**config.mk**
```make
export PLATFORM = sky130hd
export DESIGN_NAME = fp_operand_fifo_flat
export DESIGN_NICKNAME = d
export VERILOG_FILES = /design/src/rtl/fp_operand_fifo_if.sv /design/src/rtl/fp_operand_fifo.sv /design/src/flat_wrapper.sv
export SDC_FILE = /design/constraint.sdc
export NUM_CORES = 1
export LEC_CHECK = 0
export CAP_MARGIN = 20
export CORE_MARGIN = 2
export CORE_UTILIZATION = 57
export CTS_BUF_LIST = sky130_fd_sc_hd__clkbuf_8
export CTS_CLUSTER_SIZE = 16
export DETAILED_ROUTE_END_ITERATION = 7
export PLACE_DENSITY_LB_ADDON = 0.08
export SYNTH_ARGS = -nofsm -noshare
export SYNTH_HDL_FRONTEND = slang
export SYNTH_SLANG_ARGS = --single-unit
```
**constraint.sdc**
```tcl
create_clock -name CLK -period 2.5 [get_ports CLK]
set_input_delay 0.375 -clock CLK [delete_from_list [all_inputs] [get_ports CLK]]
set_output_delay 0.375 -clock CLK [all_outputs]
set_load 0.02 [all_outputs]
```
**src/rtl/fp_operand_fifo_if.sv**
```systemverilog
// Handshake and operand bus for fp_operand_fifo: producer side (IN_*, A/B
// fields) and consumer side (OUT_*, A1/B1 fields) grouped in one bundle.
interface fp_operand_fifo_if #(
  parameter int MW = 24,
  parameter int EW = 8
);
  logic          IN_VALID;
  logic          IN_READY;
  logic [MW-1:0] A;
  logic [MW-1:0] B;
  logic [EW-1:0] AE;
  logic [EW-1:0] BE;
  logic          AS;
  logic          BS;

  logic          OUT_VALID;
  logic          OUT_READY;
  logic [MW-1:0] A1;
  logic [MW-1:0] B1;
  logic [EW-1:0] AE1;
  logic [EW-1:0] BE1;
  logic          AS1;
  logic          BS1;

  // FIFO side
  modport slave (
    input  IN_VALID, A, B, AE, BE, AS, BS, OUT_READY,
    output IN_READY, OUT_VALID, A1, B1, AE1, BE1, AS1, BS1
  );

  // Producer/consumer side
  modport master (
    output IN_VALID, A, B, AE, BE, AS, BS, OUT_READY,
    input  IN_READY, OUT_VALID, A1, B1, AE1, BE1, AS1, BS1
  );
endinterface

```
**src/rtl/fp_operand_fifo.sv**
```systemverilog
// Operand-pair FIFO: stores {AS,AE,A,BS,BE,B} unmodified, DEPTH entries,
// registered-only ready/valid, flush has priority over push and pop.
module fp_operand_fifo #(
  parameter int MW    = 24,
  parameter int EW    = 8,
  parameter int DEPTH = 4
) (
  input  logic                       CLK,
  input  logic                       RST_N,
  input  logic                       FLUSH,
  fp_operand_fifo_if.slave           bus,
  output logic [$clog2(DEPTH+1)-1:0] COUNT
);
  localparam int ENT_W = 2 * (1 + EW + MW);
  localparam int PW    = $clog2(DEPTH);
  localparam int CW    = $clog2(DEPTH + 1);

  logic [ENT_W-1:0] r_mem [DEPTH];
  logic [PW-1:0]    r_wr_ptr;
  logic [PW-1:0]    r_rd_ptr;
  logic [CW-1:0]    r_count;

  logic             w_in_ready;
  logic             w_out_valid;
  logic             w_push;
  logic             w_pop;
  logic [ENT_W-1:0] w_wr_entry;
  logic [ENT_W-1:0] w_rd_entry;

  // Wrap at DEPTH-1 explicitly so non-power-of-2 depths work.
  function automatic logic [PW-1:0] f_next(input logic [PW-1:0] p);
    return (p == PW'(DEPTH - 1)) ? '0 : p + 1'b1;
  endfunction

  assign w_in_ready  = (r_count < CW'(DEPTH));
  assign w_out_valid = (r_count != '0);
  assign w_push      = bus.IN_VALID & w_in_ready;
  assign w_pop       = w_out_valid & bus.OUT_READY;
  assign w_wr_entry  = {bus.AS, bus.AE, bus.A, bus.BS, bus.BE, bus.B};
  assign w_rd_entry  = r_mem[r_rd_ptr];

  // Entry storage: cleared by reset and flush, written on push.
  always_ff @(posedge CLK or negedge RST_N) begin
    if (!RST_N) begin
      for (int i = 0; i < DEPTH; i++) r_mem[i] <= '0;
    end else if (FLUSH) begin
      for (int i = 0; i < DEPTH; i++) r_mem[i] <= '0;
    end else if (w_push) begin
      r_mem[r_wr_ptr] <= w_wr_entry;
    end
  end

  // Read/write pointers and occupancy.
  always_ff @(posedge CLK or negedge RST_N) begin
    if (!RST_N) begin
      r_wr_ptr <= '0;
      r_rd_ptr <= '0;
      r_count  <= '0;
    end else if (FLUSH) begin
      r_wr_ptr <= '0;
      r_rd_ptr <= '0;
      r_count  <= '0;
    end else begin
      if (w_push) r_wr_ptr <= f_next(r_wr_ptr);
      if (w_pop)  r_rd_ptr <= f_next(r_rd_ptr);
      case ({w_push, w_pop})
        2'b10:   r_count <= r_count + 1'b1;
        2'b01:   r_count <= r_count - 1'b1;
        default: r_count <= r_count;
      endcase
    end
  end

  assign bus.IN_READY  = w_in_ready;
  assign bus.OUT_VALID = w_out_valid;
  assign {bus.AS1, bus.AE1, bus.A1, bus.BS1, bus.BE1, bus.B1} = w_rd_entry;
  assign COUNT = r_count;
endmodule

```
**src/flat_wrapper.sv**
```systemverilog
// flat-port wrapper written by rule: the top's interface ports become plain ports
module fp_operand_fifo_flat 
#(
  parameter int MW    = 24,
  parameter int EW    = 8,
  parameter int DEPTH = 4
)
  (CLK, RST_N, FLUSH, COUNT, bus_IN_VALID, bus_A, bus_B, bus_AE, bus_BE, bus_AS, bus_BS, bus_OUT_READY, bus_IN_READY, bus_OUT_VALID, bus_A1, bus_B1, bus_AE1, bus_BE1, bus_AS1, bus_BS1);
  fp_operand_fifo_if #(.MW(MW), .EW(EW)) bus_i ();
  input  logic CLK;
  input  logic RST_N;
  input  logic FLUSH;
  output logic [$clog2(DEPTH+1)-1:0] COUNT;
  input wire logic [$bits(bus_i.IN_VALID)-1:0] bus_IN_VALID;
  input wire logic [$bits(bus_i.A)-1:0] bus_A;
  input wire logic [$bits(bus_i.B)-1:0] bus_B;
  input wire logic [$bits(bus_i.AE)-1:0] bus_AE;
  input wire logic [$bits(bus_i.BE)-1:0] bus_BE;
  input wire logic [$bits(bus_i.AS)-1:0] bus_AS;
  input wire logic [$bits(bus_i.BS)-1:0] bus_BS;
  input wire logic [$bits(bus_i.OUT_READY)-1:0] bus_OUT_READY;
  output wire logic [$bits(bus_i.IN_READY)-1:0] bus_IN_READY;
  output wire logic [$bits(bus_i.OUT_VALID)-1:0] bus_OUT_VALID;
  output wire logic [$bits(bus_i.A1)-1:0] bus_A1;
  output wire logic [$bits(bus_i.B1)-1:0] bus_B1;
  output wire logic [$bits(bus_i.AE1)-1:0] bus_AE1;
  output wire logic [$bits(bus_i.BE1)-1:0] bus_BE1;
  output wire logic [$bits(bus_i.AS1)-1:0] bus_AS1;
  output wire logic [$bits(bus_i.BS1)-1:0] bus_BS1;
  assign bus_i.IN_VALID = bus_IN_VALID;
  assign bus_i.A = bus_A;
  assign bus_i.B = bus_B;
  assign bus_i.AE = bus_AE;
  assign bus_i.BE = bus_BE;
  assign bus_i.AS = bus_AS;
  assign bus_i.BS = bus_BS;
  assign bus_i.OUT_READY = bus_OUT_READY;
  assign bus_IN_READY = bus_i.IN_READY;
  assign bus_OUT_VALID = bus_i.OUT_VALID;
  assign bus_A1 = bus_i.A1;
  assign bus_B1 = bus_i.B1;
  assign bus_AE1 = bus_i.AE1;
  assign bus_BE1 = bus_i.BE1;
  assign bus_AS1 = bus_i.AS1;
  assign bus_BS1 = bus_i.BS1;
  fp_operand_fifo #(.MW(MW), .EW(EW), .DEPTH(DEPTH)) u_core (.CLK(CLK), .RST_N(RST_N), .FLUSH(FLUSH), .bus(bus_i), .COUNT(COUNT));
endmodule
```
# ---- After elaboration in Yosys (flattened, before gate mapping)
# Cells that the tools add are included.
dict set report totals {
  reg_bits 271
  inputBits 71
  out_inout_bits 71
  elab_cells 44
}
dict set report op_classes {
  n_addsub 4
  order_cmp 4
  eq_ne 4
  n_mux 16
  bitwise 4
  reduce_logical 5
}
# cell n
set op_table {}
lappend op_table {{2-to-1 mux 264 bit} 2}
lappend op_table {{bitwise mux 264 bit} 1}
lappend op_table {{2-to-1 mux 66 bit} 3}
lappend op_table {{binary-select mux 66 bit (select 2 bit)} 1}
lappend op_table {{demux 66 bit (select 2 bit)} 1}
lappend op_table {{2-to-1 mux 2 bit} 6}
lappend op_table {{== test 2 bit (second input constant)} 3}
lappend op_table {{greater-or-equal comparator 3 bit (second input constant)} 2}
lappend op_table {{inverter 2 -> 3 bit} 2}
lappend op_table {{case mux 3 bit (2 select lines)} 1}
lappend op_table {{nonzero test 3 bit} 2}
lappend op_table {{adder 2 x 1 -> 2 bit (second input constant)} 2}
lappend op_table {{nonzero test 2 bit} 2}
lappend op_table {{adder 3 x 1 -> 3 bit (second input constant)} 1}
lappend op_table {{less-than comparator 3 x 1 -> 1 bit (second input constant)} 1}
lappend op_table {{less-than comparator 3 bit (second input constant)} 1}
lappend op_table {{2-to-1 mux 3 bit} 1}
lappend op_table {{subtractor 3 x 1 -> 3 bit (second input constant)} 1}
lappend op_table {{AND 1 bit} 2}
lappend op_table {{== test 2 x 1 -> 1 bit (second input constant)} 1}
lappend op_table {{logical AND 1 bit} 1}

# ---- Logic depth before layout (Yosys ltp)
# Gate-level depths: netlist of run 1.
dict set report logic_depth {
  depth_word 8
  depth_mapped 9
  depth_no_buf 8
}

# ---- Worst setup path after synthesis of run 1
# Ideal clock, no wire load.
dict set report synth_timing {
  path_kind {register to register}
  from {reg u_core.r_count[0] (netlist: u_core.COUNT[0])}
  to {reg u_core.r_count[1] (netlist: u_core.COUNT[1])}
  setup_time_ns 0.125
  arrival_ns 2.436
  t_required_ns 2.375
  path_slack_ns -0.061
  stages_incl_launch_ff 10
  path_buffers 1
  synth_period_minus_slack_ns 2.561
  path_cell_list {dfrtp_1 -> clkbuf_1 -> or3_1 -> nand2_1 -> nor2_1 -> fa_1 -> o21ai_0 -> a31oi_1 -> nor3_1 -> a2111oi_0}
}
dict set report synth_between {
  elab_chain_cells 5
  elab_cells_between_ends 11
  classes_between {add/sub (2); order compare (1); eq/ne (2); mux (2); bitwise (2); reduce/logical (2)}
}
# item line_no
set synth_rtl {}
lappend synth_rtl {{start, declared} fp_operand_fifo.sv:21} ;# logic [CW-1:0] r_count;
lappend synth_rtl {{start signal, assigned} fp_operand_fifo.sv:67} ;# 2'b10: r_count <= r_count + 1'b1;
lappend synth_rtl {{start signal, assigned} fp_operand_fifo.sv:68} ;# 2'b01: r_count <= r_count - 1'b1;
lappend synth_rtl {{start signal, assigned} fp_operand_fifo.sv:69} ;# default: r_count <= r_count;
lappend synth_rtl {{nonzero test 3 bit (*)} fp_operand_fifo.sv:36} ;# assign w_out_valid = (r_count != '0);
lappend synth_rtl {{via bus_OUT_VALID} flat_wrapper.sv:23} ;# output wire logic [$bits(bus_i.OUT_VALID)-1:0] bus_OUT_VALID;
lappend synth_rtl {{AND 1 bit (*)} fp_operand_fifo.sv:38} ;# assign w_pop = w_out_valid & bus.OUT_READY;
lappend synth_rtl {{== test 2 x 1 -> 1 bit or == test 2 bit (tied branches)} fp_operand_fifo.sv:66} ;# case ({w_push, w_pop})
lappend synth_rtl {{case mux 3 bit (2 select lines)} fp_operand_fifo.sv:66}
lappend synth_rtl {{2-to-1 mux 3 bit} fp_operand_fifo.sv:59} ;# end else if (FLUSH) begin
# Mark *: on every way through the listed nets, which the timed path passes. The rest lies on a longest branch.
# A chain may end at the register's enable or synchronous reset.

# ---- Final worst setup path of run 1
dict set report layout_timing {
  from {reg u_core.r_rd_ptr[0]}
  to {out bus_BE1[0]}
}
dict set report layout_between {
  elab_chain_cells 4
}
# item line_no
set layout_rtl {}
lappend layout_rtl {{start, declared} fp_operand_fifo.sv:20} ;# logic [PW-1:0] r_rd_ptr;
lappend layout_rtl {{start signal, assigned} fp_operand_fifo.sv:65} ;# if (w_pop) r_rd_ptr <= f_next(r_rd_ptr);
lappend layout_rtl {{inverter 2 -> 3 bit (implied by the code)} fp_operand_fifo.sv:40} ;# assign w_rd_entry = r_mem[r_rd_ptr];
lappend layout_rtl {{binary-select mux 66 bit (select 2 bit)} fp_operand_fifo.sv:40}
lappend layout_rtl {{2-to-1 mux 66 bit (implied by the code) (2 in a row)} fp_operand_fifo.sv:40}
lappend layout_rtl {{end, declared} flat_wrapper.sv:27} ;# output wire logic [$bits(bus_i.BE1)-1:0] bus_BE1;
# Every way passes these cells. The select of a mux whose other input is x is not followed.

==> results_dict.tcl, run 1 <==
set metrics [dict create \
    power_w 0.0101 \
    clockPowerShare_pct 37.5 \
    synth_xor_xnor_area_share_pct 0.0700 \
    core_mm2 0.0217 \
    ys_async_sr_fraction_pct 100 \
    die-area_mm2 0.0232 \
    clock_skew_ns 0.0215 \
    synth_compound_area_share_pct 11.2 \
    synthAdderAreaFrac_pct 0.660 \
    hold_path.class "in2reg" \
    cts_tree "yes" \
    crit_fanout 9 \
    post-route-period-util_pct 98.1 \
    totalWireLength_um 32600 \
    cap_viol_max_count 0 \
    antenna_found_initial 0 \
    cts_buffer_depth 3 \
    end_kind "output port" \
    synth_cells 1288 \
    share_comb_of_total_power_pct 16.3 \
    hold_ws_ns 0.304 \
    ant_nets 0 \
    via_count 9989 \
    grt_pass1_vias 10300 \
    htree_levels 2 \
    syn2layout_area_growth_pct 20.5 \
    worst_pin_slew_ns 0.640 \
    worstPathRequired_ns 2.12 \
    antennaDiodeCount 0 \
    synth_top_family_by_area "simple AND/OR/NAND/NOR gates" \
    tns_ns 0 \
    synth_seq_cells 271 \
    p_switching_w 0.00284 \
    synth-edff-count 0 \
    p_int_w 0.00729 \
    viasPerCell 5.74 \
    tritoncts.num_buffers 45 \
    slew_viol_final 0 \
    worstSetupStartpointType "flop" \
    wire_per_inst_um 18.8 \
    min_period_ns 2.45 \
    synth_most_common_cell "nand2_1" \
    grt_max_degree 82 \
    yosys-top-cells-area "dfrtp_1 (54%), nand2_1 (16%), mux4_2 (12%)" \
    grt_pass1_wl_um 53200 \
    syn-num-nets 1365 \
    dp_hpwl_um 19200 \
    vdd_drop_max_uv 479 \
    syn_area_mm2 0.0125 \
    synth_common_cells "nand2_1 (537), dfrtp_1 (271), a21oi_1 (269)" \
    synth_top_area_cell "dfrtp_1" \
    ys_seq_area_share_pct 54.2 \
    netSwitchingFraction_pct 28.0 \
    cts-root-buf "clkbuf_8" \
    grt_overflow 0 \
    crit_type "reg2out" \
    max-slew-margin-rel_pct 57.3 \
    avgSynthCellArea_um2 9.72 \
    synthSimpleGateAreaFrac_pct 16.9 \
    initial_utilization_pct 57.7 \
    powerDensity_mw_per_mm2 672 \
    yosys.area.top_type_share_pct 54.2 \
    p_seq_share_pct 46.2 \
    status "finished, final reports clean" \
    ios 142 \
    yosysUniqueCellTypes 28 \
    nets 1505 \
    clock_latency_ns 0.57 \
    critPathArrivalTime_ns 2.08 \
    fmax_mhz 408 \
    synthMuxAreaShare_pct 12.0 \
    drtIter0Drc 741 \
    synth_ff_type "dfrtp_1" \
    io_buffers 141 \
    drc 0 \
    die_h_um 152 \
    grt_usage_pct 28.6 \
    cts.clk_slew.worst_paths_ns 0.06 \
    synth_warnings 0 \
    die_w_um 152 \
    setup_violations 0 \
    dr.pass1.iters 5 \
    cellLeakagePower_nw 6.44 \
    cts.sinks 271 \
    finalHoldViolCount 0 \
    drive_above_1_share_pct 18.0 \
    gp_congestion 0.771 \
    num_rows 54 \
]
## power groups by stage
stage / clock [W] / combinational, W / sequential [W]
global route: 0.00405 / 0.00180 / 0.00470
finish: 0.00380 / 0.00165 / 0.00468
CTS: 0.00387 / 0.00170 / 0.00467
global placement: 0 / 0.00169 / 0.00475
floorplan: 0 / 0.000944 / 0.00472
detailed placement: 0 / 0.00171 / 0.00476
## registers in the layout, summed over array words and instances (netlist names)
| register | count |
|---|---|
| u_core.r_mem | 264 |
| u_core.COUNT | 3 |
| u_core.r_rd_ptr | 2 |
| u_core.r_wr_ptr | 2 |
## metrics by stage
step	area (um^2)	instances	util, %	setup WS, ns
2_1_floorplan	12500	1288	-	0.0254
3_3_place_gp	14300	1655	66.1	0.139
3_5_place_dp	14300	1655	66.1	0.0890
4_1_cts	15300	1739	70.4	-0.00880
5_1_grt	15100	1739	69.6	-0.00157
6_report	15100	1739	69.6	0.0481
## cells by family after synthesis
logic type / count (synthesis)
buffers and inverters: 109
XOR/XNOR: 1
AND/OR/NAND/NOR: 555
multiplexers: 68
adder cells (fa/ha/maj): 6
AO/OA/AOI/OAI: 278
flip-flops: 271
## layout by cell type (no fill, tap or decap), drive strengths merged
cell type	n
nand2	537
dfrtp	271
a21oi	269
buf	104
clkdlybuf4s50	73
mux4	66
clkbuf	62
inv	20
clkdlybuf4s15	14
nor2	6
ha	5
clkinv	5
o21ai	4
and2	4
nor2b	2
mux2i	2
a31oi	2
or3	2
nand2b	1
o221ai	1
o2bb2a	1
nor3	1
a2111oi	1
xnor2	1
nand3	1
nor4	1
fa	1
clkinvlp	1
dlygate4sd3	1
## per-layer routing
layer	GRT usage, %	up-vias	wire length, um
li1	-	4584	-
met1	37.9	4993	13100
met2	47.2	362	16400
met3	6.74	50	2460
met4	9.61	0	665
met5	0	-	0
## cell type report
cell class / instances / area, um^2
multi-input combinational: 908 / 5140
clock inverter: 21 / 88.8
fill: 1687 / 6600
clock buffer: 57 / 785
tap: 280 / 350
timing repair buffer: 197 / 1920
inverter: 5 / 18.8
sequential: 271 / 6790
## worst paths after layout
| kind | end | depth (start not counted) | from | slack (ns) |
|---|---|---|---|---|
| max | bus_BE1[0] | 4 | u_core.r_rd_ptr[0] | 0.05 |
| min | u_core.r_mem[20] | 2 | FLUSH | 0.30 |
| max reg2reg | u_core.COUNT[1] | 8 | u_core.COUNT[2] | 0.19 |
| min reg2reg | u_core.r_mem[91] | 2 | u_core.r_mem[91] | 0.52 |
| max in group asynchronous | u_core.r_mem[145] | 3 | RST_N | 1.34 |
| min in group asynchronous | u_core.r_mem[237] | 2 | RST_N | 0.36 |
## critical path, cell delays in order (launching register included)
cell and delay, ns:
dfrtp_4 0.45, buf_12 0.14, buf_16 0.15, mux4_2 0.51, clkdlybuf4s15_2 0.27
## repair_timing
action | in CTS | in global routing
hold buffers | 1 | 0
setup endpoints to repair | 66 | 35
hold endpoints to repair | 64 | 0
gates cloned | 1 | 0
setup buffers | 4 | 0
gates resized for setup | 224 | 37
Power figures use the tool's default switching activity.
==> run 2: changes to the inputs <==
--- a/config.mk
+++ b/config.mk
@@ -5,7 +5,7 @@
 export SDC_FILE = /design/constraint.sdc
 export NUM_CORES = 1
 export LEC_CHECK = 0
-export CAP_MARGIN = 20
+export CAP_MARGIN = 0
 export CORE_MARGIN = 2
 export CORE_UTILIZATION = 57
 export CTS_BUF_LIST = sky130_fd_sc_hd__clkbuf_8
==> results of run 2 <==
No change in the layout: final DEF, timing and power equal those of run 1.
